[src/rtl/pipeline_pkg.sv]
// Shared RV32I pipeline definitions: ALU op codes, forwarding selects and datapath widths.
// Decode, the hazard unit and the execute stage all import this package.
package pipeline_pkg;

   localparam int XLEN_DEF = 32;
   localparam int REGW_DEF = 5;

   localparam logic [3:0] ALU_ADD  = 4'b0000;
   localparam logic [3:0] ALU_SUB  = 4'b0001;
   localparam logic [3:0] ALU_AND  = 4'b0010;
   localparam logic [3:0] ALU_OR   = 4'b0011;
   localparam logic [3:0] ALU_XOR  = 4'b0100;
   localparam logic [3:0] ALU_SLT  = 4'b0101;
   localparam logic [3:0] ALU_SLTU = 4'b0110;
   localparam logic [3:0] ALU_SLL  = 4'b0111;
   localparam logic [3:0] ALU_SRL  = 4'b1000;
   localparam logic [3:0] ALU_SRA  = 4'b1001;

   localparam logic [1:0] FWD_REG = 2'b00;
   localparam logic [1:0] FWD_WB  = 2'b01;
   localparam logic [1:0] FWD_MEM = 2'b10;

endpackage

[src/rtl/execute_stage_if.sv]
// ID/EX pipeline register bundle: decode drives it (master), execute consumes it (slave).
interface execute_stage_if
   import pipeline_pkg::*;
#(
   parameter int XLEN = XLEN_DEF,
   parameter int REGW = REGW_DEF
) ();

   logic            RegwriteE;
   logic            MemwriteE;
   logic            JumpE;
   logic            branchE;
   logic            ALUSrcE;
   logic [1:0]      ResultSrcE;
   logic [3:0]      ALUControlE;
   logic [XLEN-1:0] RD1E;
   logic [XLEN-1:0] RD2E;
   logic [XLEN-1:0] immExtE;
   logic [XLEN-1:0] PCE;
   logic [XLEN-1:0] pc_plus4E;
   logic [REGW-1:0] RdE;
   logic [REGW-1:0] Rs1E;
   logic [REGW-1:0] Rs2E;

   modport master (
      output RegwriteE, MemwriteE, JumpE, branchE, ALUSrcE, ResultSrcE, ALUControlE,
             RD1E, RD2E, immExtE, PCE, pc_plus4E, RdE, Rs1E, Rs2E
   );

   modport slave (
      input RegwriteE, MemwriteE, JumpE, branchE, ALUSrcE, ResultSrcE, ALUControlE,
            RD1E, RD2E, immExtE, PCE, pc_plus4E, RdE, Rs1E, Rs2E
   );

endinterface

[src/rtl/alu.sv]
// Combinational RV32I ALU; shift amount is the low five bits of SrcB, unknown ops yield zero.
module alu
   import pipeline_pkg::*;
#(
   parameter int XLEN = XLEN_DEF
) (
   input  logic [XLEN-1:0] SrcA,
   input  logic [XLEN-1:0] SrcB,
   input  logic [3:0]      ALUControl,
   output logic [XLEN-1:0] Result,
   output logic            Zero
);

   logic [4:0] shamt;
   assign shamt = SrcB[4:0];

   always_comb begin
      // NOTE: default assigned first so every path drives Result and no latch is inferred.
      Result = '0;
      case (ALUControl)
         ALU_ADD:  Result = SrcA + SrcB;
         ALU_SUB:  Result = SrcA - SrcB;
         ALU_AND:  Result = SrcA & SrcB;
         ALU_OR:   Result = SrcA | SrcB;
         ALU_XOR:  Result = SrcA ^ SrcB;
         ALU_SLT:  Result = {{(XLEN-1){1'b0}}, $signed(SrcA) < $signed(SrcB)};
         ALU_SLTU: Result = {{(XLEN-1){1'b0}}, SrcA < SrcB};
         ALU_SLL:  Result = SrcA << shamt;
         ALU_SRL:  Result = SrcA >> shamt;
         ALU_SRA:  Result = $signed(SrcA) >>> shamt;
         default:  Result = '0;
      endcase
   end

   assign Zero = (Result == '0);

endmodule

[src/rtl/execute_stage.sv]
// RV32I execute stage: operand forwarding, ALU, beq/jump redirect and the EX/MEM register,
// which holds while the cache controller stalls the memory side.
module execute_stage
   import pipeline_pkg::*;
#(
   parameter int XLEN = XLEN_DEF,
   parameter int REGW = REGW_DEF
) (
   input  logic            clk,
   input  logic            rst,
   execute_stage_if.slave  idEx,
   input  logic [1:0]      ForwardAE,
   input  logic [1:0]      ForwardBE,
   input  logic [XLEN-1:0] ResultW,
   input  logic            StallE,
   output logic            PCSrcE,
   output logic [XLEN-1:0] PCTargetE,
   output logic            RegwriteM,
   output logic            MemwriteM,
   output logic [1:0]      ResultSrcM,
   output logic [XLEN-1:0] ALUResultM,
   output logic [XLEN-1:0] WriteDataM,
   output logic [XLEN-1:0] pc_plus4M,
   output logic [REGW-1:0] RdM
);

   typedef struct packed {
      logic            regwrite;
      logic            memwrite;
      logic [1:0]      resultSrc;
      logic [XLEN-1:0] aluResult;
      logic [XLEN-1:0] writeData;
      logic [XLEN-1:0] pcPlus4;
      logic [REGW-1:0] rd;
   } exMem_t;

   exMem_t          exMemD, exMemQ, exMemOut;
   logic [XLEN-1:0] SrcAE, SrcBE, WriteDataE, ALUResultE;
   logic            ZeroE;

   // Select code 11 is unused by the hazard unit and falls back to the register value.
   function automatic logic [XLEN-1:0] fwdSel(input logic [1:0]      sel,
                                              input logic [XLEN-1:0] regVal,
                                              input logic [XLEN-1:0] wbVal,
                                              input logic [XLEN-1:0] memVal);
      case (sel)
         FWD_WB:  return wbVal;
         FWD_MEM: return memVal;
         default: return regVal;
      endcase
   endfunction

   assign SrcAE      = fwdSel(ForwardAE, idEx.RD1E, ResultW, ALUResultM);
   assign WriteDataE = fwdSel(ForwardBE, idEx.RD2E, ResultW, ALUResultM);
   assign SrcBE      = idEx.ALUSrcE ? idEx.immExtE : WriteDataE;

   alu #(.XLEN(XLEN)) uAlu (
      .SrcA       (SrcAE),
      .SrcB       (SrcBE),
      .ALUControl (idEx.ALUControlE),
      .Result     (ALUResultE),
      .Zero       (ZeroE)
   );

   // Only beq is resolved here; the hazard unit qualifies the redirect during a stall.
   assign PCTargetE = idEx.PCE + idEx.immExtE;
   assign PCSrcE    = rst & (idEx.JumpE | (idEx.branchE & ZeroE));

   assign exMemD = '{
      regwrite:  idEx.RegwriteE,
      memwrite:  idEx.MemwriteE,
      resultSrc: idEx.ResultSrcE,
      aluResult: ALUResultE,
      writeData: WriteDataE,
      pcPlus4:   idEx.pc_plus4E,
      rd:        idEx.RdE
   };

   always_ff @(posedge clk or negedge rst) begin
      // NOTE: non-blocking assignments for state; this pipeline register is small logic,
      // not a memory, so every field is cleared by the asynchronous reset.
      if (!rst) begin
         exMemQ <= '0;
      end else if (!StallE) begin
         exMemQ <= exMemD;
      end
   end

   // Outputs also read zero for as long as reset is held, not just after the clearing edge.
   assign exMemOut   = rst ? exMemQ : '0;
   assign RegwriteM  = exMemOut.regwrite;
   assign MemwriteM  = exMemOut.memwrite;
   assign ResultSrcM = exMemOut.resultSrc;
   assign ALUResultM = exMemOut.aluResult;
   assign WriteDataM = exMemOut.writeData;
   assign pc_plus4M  = exMemOut.pcPlus4;
   assign RdM        = exMemOut.rd;

endmodule

[src/flat_wrapper.sv]
// flat-port wrapper written by rule: the top's interface ports become plain ports
module execute_stage_flat import pipeline_pkg::*;
#(
   parameter int XLEN = XLEN_DEF,
   parameter int REGW = REGW_DEF
)
  (clk, rst, ForwardAE, ForwardBE, ResultW, StallE, PCSrcE, PCTargetE, RegwriteM, MemwriteM, ResultSrcM, ALUResultM, WriteDataM, pc_plus4M, RdM, idEx_RegwriteE, idEx_MemwriteE, idEx_JumpE, idEx_branchE, idEx_ALUSrcE, idEx_ResultSrcE, idEx_ALUControlE, idEx_RD1E, idEx_RD2E, idEx_immExtE, idEx_PCE, idEx_pc_plus4E, idEx_RdE, idEx_Rs1E, idEx_Rs2E);
  execute_stage_if #(.XLEN(XLEN), .REGW(REGW)) idEx_i ();
  input  logic clk;
  input  logic rst;
  input  logic [1:0] ForwardAE;
  input  logic [1:0] ForwardBE;
  input  logic [XLEN-1:0] ResultW;
  input  logic StallE;
  output logic PCSrcE;
  output logic [XLEN-1:0] PCTargetE;
  output logic RegwriteM;
  output logic MemwriteM;
  output logic [1:0] ResultSrcM;
  output logic [XLEN-1:0] ALUResultM;
  output logic [XLEN-1:0] WriteDataM;
  output logic [XLEN-1:0] pc_plus4M;
  output logic [REGW-1:0] RdM;
  input wire logic [$bits(idEx_i.RegwriteE)-1:0] idEx_RegwriteE;
  input wire logic [$bits(idEx_i.MemwriteE)-1:0] idEx_MemwriteE;
  input wire logic [$bits(idEx_i.JumpE)-1:0] idEx_JumpE;
  input wire logic [$bits(idEx_i.branchE)-1:0] idEx_branchE;
  input wire logic [$bits(idEx_i.ALUSrcE)-1:0] idEx_ALUSrcE;
  input wire logic [$bits(idEx_i.ResultSrcE)-1:0] idEx_ResultSrcE;
  input wire logic [$bits(idEx_i.ALUControlE)-1:0] idEx_ALUControlE;
  input wire logic [$bits(idEx_i.RD1E)-1:0] idEx_RD1E;
  input wire logic [$bits(idEx_i.RD2E)-1:0] idEx_RD2E;
  input wire logic [$bits(idEx_i.immExtE)-1:0] idEx_immExtE;
  input wire logic [$bits(idEx_i.PCE)-1:0] idEx_PCE;
  input wire logic [$bits(idEx_i.pc_plus4E)-1:0] idEx_pc_plus4E;
  input wire logic [$bits(idEx_i.RdE)-1:0] idEx_RdE;
  input wire logic [$bits(idEx_i.Rs1E)-1:0] idEx_Rs1E;
  input wire logic [$bits(idEx_i.Rs2E)-1:0] idEx_Rs2E;
  assign idEx_i.RegwriteE = idEx_RegwriteE;
  assign idEx_i.MemwriteE = idEx_MemwriteE;
  assign idEx_i.JumpE = idEx_JumpE;
  assign idEx_i.branchE = idEx_branchE;
  assign idEx_i.ALUSrcE = idEx_ALUSrcE;
  assign idEx_i.ResultSrcE = idEx_ResultSrcE;
  assign idEx_i.ALUControlE = idEx_ALUControlE;
  assign idEx_i.RD1E = idEx_RD1E;
  assign idEx_i.RD2E = idEx_RD2E;
  assign idEx_i.immExtE = idEx_immExtE;
  assign idEx_i.PCE = idEx_PCE;
  assign idEx_i.pc_plus4E = idEx_pc_plus4E;
  assign idEx_i.RdE = idEx_RdE;
  assign idEx_i.Rs1E = idEx_Rs1E;
  assign idEx_i.Rs2E = idEx_Rs2E;
  execute_stage #(.XLEN(XLEN), .REGW(REGW)) u_core (.clk(clk), .rst(rst), .idEx(idEx_i), .ForwardAE(ForwardAE), .ForwardBE(ForwardBE), .ResultW(ResultW), .StallE(StallE), .PCSrcE(PCSrcE), .PCTargetE(PCTargetE), .RegwriteM(RegwriteM), .MemwriteM(MemwriteM), .ResultSrcM(ResultSrcM), .ALUResultM(ALUResultM), .WriteDataM(WriteDataM), .pc_plus4M(pc_plus4M), .RdM(RdM));
endmodule
[config.mk]
export PLATFORM = sky130hd
export DESIGN_NAME = execute_stage_flat
export DESIGN_NICKNAME = d
export VERILOG_FILES = /design/src/rtl/pipeline_pkg.sv /design/src/rtl/execute_stage_if.sv /design/src/rtl/alu.sv /design/src/rtl/execute_stage.sv /design/src/flat_wrapper.sv
export SDC_FILE = /design/constraint.sdc
export NUM_CORES = 1
export LEC_CHECK = 0
export BUFFER_PORTS_ARGS = -buffer_cell sky130_fd_sc_hd__buf_2
export CAP_MARGIN = 20
export CORE_ASPECT_RATIO = 2
export CORE_MARGIN = 1.5
export CORE_UTILIZATION = 62
export CTS_BUF_LIST = sky130_fd_sc_hd__clkbuf_8 sky130_fd_sc_hd__clkbuf_16
export DETAILED_ROUTE_END_ITERATION = 8
export GPL_TIMING_DRIVEN = 1
export PLACE_DENSITY = 0.9
export SYNTH_ARGS = -nofsm -noshare
export SYNTH_HDL_FRONTEND = slang
export SYNTH_SLANG_ARGS = --single-unit
export TNS_END_PERCENT = 1
[constraint.sdc]
create_clock -name clk -period 9.55 [get_ports clk]
set_input_delay 0.955 -clock clk [delete_from_list [all_inputs] [get_ports clk]]
set_output_delay 0.955 -clock clk [all_outputs]
set_load 0.02 [all_outputs]
==> flow_summary.json, run 1 <==
{
  "status": "stopped before the end",
  "lastStage": "global routing",
  "first-error": "[ERROR GRT-0116] Global routing finished with congestion. Check the congestion regions in the DRC Viewer.",
  "die_width_um": 119.3,
  "synthFlopType": "dfrtp_1",
  "ctsHoldBuffers": 0,
  "ctsRootBufferMaster": "clkbuf_16",
  "synth_cell_types": 90,
  "place_congestion": 1.504,
  "num_io_pins": 363,
  "cts.sinks": 105,
  "dp_slack_ns": 1.522,
  "async_reset_ff_frac": 1.000,
  "ctsResizeCount": 0,
  "synth_top_area_cell": "dfrtp_1",
  "grt_max_degree": 126,
  "synth_warnings": 0,
  "synth_area_leaders": "dfrtp_1 16%, ha_1 9.8%, a21oi_1 5.6%",
  "syn_area_mm2": 0.01677,
  "ys_ff_latch": 105,
  "portBuffers": 352,
  "yosysSeqAreaShare": 0.1567,
  "htree_levels": 3,
  "grt-ovfl-total": 132,
  "dp_hpwl_um": 63620,
  "syn_inst": 2325,
  "initial_utilization": 0.6257,
  "cts_setup_buffers": 0,
  "synth_edf_count": 0,
  "clockBufferDepth": 2,
  "synth_fp_nets": 2685,
  "synth_top_area_share": 0.1567,
  "grt_pass1_vias": 23350,
  "avgSynthCellArea_um2": 7.212,
  "rows": 85,
  "track_usage": 0.6578,
  "grt_pass1_wl_um": 142400,
  "die_h_um": 235.6,
  "cts_buffers": 9
}
metrics by stage:
| step | area, um2 | std cells | hold slack, ns |
|---|---|---|---|
| 4_1_cts | 19010 | 2922 | 0.4836 |
| 3_5_place_dp | 18690 | 2906 | 0.4647 |
| 3_3_place_gp | 18690 | 2906 | 0.4450 |
| 2_1_floorplan | 16770 | 2325 | 0.4311 |
per-layer routing:
layer / track usage / GRT overflow
met5: 0.1946 / 0
met4: 0.6775 / 51
met3: 0.4375 / 2
met2: 0.8793 / 79
met1: 0.6349 / 0
cell families after synthesis:
group	count (synthesis)	synth area share
buffers and inverters	284	0.06872
flip-flops	105	0.1567
multiplexers	161	0.1048
XOR/XNOR	45	0.02350
AND/OR/NAND/NOR	787	0.2231
adder cells (fa/ha/maj)	135	0.1021
AO/OA/AOI/OAI	808	0.3211
synthesized netlist by cell type (9+ instances only):
master	number
nor2b_1	20
o211ai_1	24
nor4_1	13
nand2b_1	27
a31oi_1	32
nor3_1	65
a21o_1	20
nor2_1	233
dfrtp_1	105
a22oi_1	46
o21ai_1	18
ha_1	132
mux2i_1	90
buf_2	24
o21ai_0	178
clkbuf_1	118
o31ai_1	11
and2_1	110
inv_1	107
mux2_2	59
a21oi_1	186
o221ai_1	15
a32oi_1	28
buf_1	20
mux2i_2	9
nand2_1	207
a221oi_1	19
nand4_1	17
and3_1	9
or3_1	17
a32o_1	16
o22ai_1	49
xnor2_1	38
o2111ai_1	12
o21a_1	13
a2111oi_0	11
a211oi_1	36
nand3_1	40
==> run 2, diff against run 1 <==
Settings changed: CORE_ASPECT_RATIO 2 to not set, CORE_UTILIZATION 62 to 40, CTS_BUF_LIST sky130_fd_sc_hd__clkbuf_8 sky130_fd_sc_hd__clkbuf_16 to not set, PLACE_DENSITY 0.9 to not set, PLACE_DENSITY_LB_ADDON set to 0.15.
==> run 2 against run 1 <==
The flow now finishes without violations. Synthesized area is the same. Synthesized cell count is the same.
==> flow_summary.json, run 2 <==
{
  "clock_latency_ns": 0.35,
  "synth_edf_count": 0,
  "cp.required_ns": 8.60,
  "grt_pass1_wl_um": 134600,
  "die_area_mm2": 0.04316,
  "period_needed_ns": 8.557,
  "fmax_mhz": 116.9,
  "worstRegToRegCells": 19,
  "end_kind": "output pin",
  "drv_cap": 0,
  "rows": 74,
  "htree_levels": 3,
  "cts_buffers": 9,
  "crit_fanout": 64,
  "multi_input_area_mm2": 0.01304,
  "yosysSeqAreaShare": 0.1567,
  "syn_to_final_growth_pct": 16.56,
  "first_pass_iters": 7,
  "drt_iter0_drc": 2830,
  "dp_slack_ns": 1.163,
  "status": "completed",
  "synth-xor-area-share": 0.02350,
  "startpoint_type": "primary input",
  "setup_slack_ns": 0.9930,
  "final_nets": 2972,
  "grt-ovfl-total": 0,
  "ctsRootBufferMaster": "clkbuf_16",
  "post-route-period-util": 0.8960,
  "wl_per_cell_um": 30.23,
  "synth_top_area_cell": "dfrtp_1",
  "final_common_cell": "buf_2",
  "die_h_um": 207.7,
  "max_slew_margin": 0.2051,
  "drcViolationCount": 0,
  "holdWs_ns": 0.4699,
  "rrSetupSlack_ns": 3.86,
  "synth_top_area_share": 0.1567,
  "synth_fp_nets": 2685,
  "setup_viol": 0,
  "synthSimpleGateAreaFrac": 0.2231,
  "largest_reg_flops": 105,
  "grt_max_degree": 117,
  "ctsHoldBuffers": 0,
  "die_width_um": 207.7,
  "drive_gt1_frac": 0.2178,
  "clkSlewWorstSetupHoldPaths_ns": 0.08,
  "crit_arrival_ns": 7.60,
  "synth_warnings": 0,
  "grt_pass1_vias": 19260,
  "final-seq-area_mm2": 0.002628,
  "clockBufferDepth": 2,
  "ys_ff_latch": 105,
  "final_cell_mix": "350 x buf_2, 232 x nor2_1, 207 x nand2_1",
  "synth_area_leaders": "dfrtp_1 16%, ha_1 9.8%, a21oi_1 5.6%",
  "initial_utilization": 0.4079,
  "netlist_top_cells_count": "233 x nor2_1, 207 x nand2_1, 186 x a21oi_1",
  "peakVddDrop_uv": 84.49,
  "fin_tns_setup_ns": 0,
  "regMostFlops": "u_core.exMemQ",
  "dp_hpwl_um": 76730,
  "nFillCells": 4326,
  "cts_tree": "built",
  "finalPower_uw": 2751,
  "synth_compound_area_frac": 0.3211,
  "synth_mux_area_frac": 0.1048,
  "power_density_mw_per_mm2": 140.7,
  "hold_path.class": "flop to flop",
  "synthAdderAreaFrac": 0.1021,
  "synth_top_family_by_area": "compound AO/OA/AOI/OAI gates",
  "portBuffers": 352,
  "cts_setup_buffers": 0,
  "rsz0062_at_grt": "false",
  "ctsResizeCount": 0,
  "synth_cell_types": 90,
  "vias": 20850,
  "ant_nets": 0,
  "num_io_pins": 363,
  "async_reset_ff_frac": 1.000,
  "final_core_util": 0.4755,
  "syn_area_mm2": 0.01677,
  "yosysMostFrequentCell": "nor2_1",
  "synthFlopType": "dfrtp_1",
  "wl_um": 95430,
  "track_usage": 0.4229,
  "p_leak_uw": 0.008793,
  "clock_skew_ns": 0.006824,
  "min_delay_path_depth": 2,
  "antenna_found_initial": 10,
  "via_per_inst": 6.604,
  "biggestRegsByFlops": "u_core.exMemQ (105)",
  "hold_viol": 0,
  "tightest_slew_ns": 1.180,
  "core_mm2": 0.04111,
  "place_congestion": 1.102,
  "final_max_slew_viol_count": 0,
  "syn_inst": 2325,
  "path_class": "primary input to output pin",
  "cts.sinks": 105,
  "avgSynthCellArea_um2": 7.212
}
run 2: cells by family after synthesis:
kind of cell / count (synthesis)
buf+inv: 284
flops: 105
fa+ha+maj: 135
simple gates: 787
mux: 161
xor+xnor: 45
compound gates: 808
run 2: final cells by class:
| class | instances | area share |
|---|---|---|
| Sequential cell | 105 | 0.1344 |
| Inverter | 113 | 0.02170 |
| Clock buffer | 9 | 0.01152 |
| Antenna cell | 8 | 0.001024 |
| Multi-Input combinational cell | 1936 | 0.6670 |
| Clock inverter | 7 | 0.003073 |
| Timing Repair Buffer | 447 | 0.1272 |
| Tap cell | 532 | 0.03405 |
run 2: final timing paths:
kind	startpoint	end
setup / recovery	ForwardBE[0]	PCSrcE
hold / removal	u_core.exMemQ[38]$_DFFE_PN0N_	u_core.exMemQ[38]$_DFFE_PN0N_
setup reg to reg	u_core.exMemQ[69]$_DFFE_PN0N_	u_core.exMemQ[99]$_DFFE_PN0N_
hold reg to reg	u_core.exMemQ[38]$_DFFE_PN0N_	u_core.exMemQ[38]$_DFFE_PN0N_
max in group asynchronous	rst	u_core.exMemQ[64]$_DFFE_PN0N_
min in group asynchronous	rst	u_core.exMemQ[70]$_DFFE_PN0N_
run 2: worst max-delay path: stages:
cell and delay (ns):
buf_2 0.11, inv_1 0.05, ha_2 0.27, buf_4 0.32
nand2b_1 0.24, o221ai_4 0.14, inv_2 0.09, buf_4 0.52
ha_1 0.44, inv_1 0.12, fa_1 0.48, or2_0 0.22
a221oi_1 0.68, o2111ai_1 0.29, nand2_1 0.19, a221oi_1 0.10
buf_4 0.17, o21ai_1 0.25, o31ai_1 0.16, o311ai_1 0.34
xnor2_1 0.11, a211oi_1 0.45, nand3_1 0.17, o31ai_2 0.34
buf_4 0.19, buf_2 0.16
run 2: metrics by stage:
step | instance area (um2) | instances
2_1_floorplan | 16770 | 2325
3_3_place_gp | 19210 | 3129
3_5_place_dp | 19230 | 3132
4_1_cts | 19520 | 3148
5_1_grt | 19540 | 3155
6_report | 19550 | 3157
run 2: power by group:
part	switching, uW	internal [uW]
Clock	183	182
Sequential	50.1	506
Combinational	1230	595
Total	1470	1280
run 2: routing by layer:
metal | up-vias | track usage | part of all wire
li1 | 9186 | - | -
met1 | 9979 | 0.5384 | 0.40
met2 | 1371 | 0.6494 | 0.43
met3 | 310 | 0.08517 | 0.099
met4 | 2 | 0.2789 | 0.074
met5 | - | 0 | 0.00014
(Power assumes the default switching activity.)
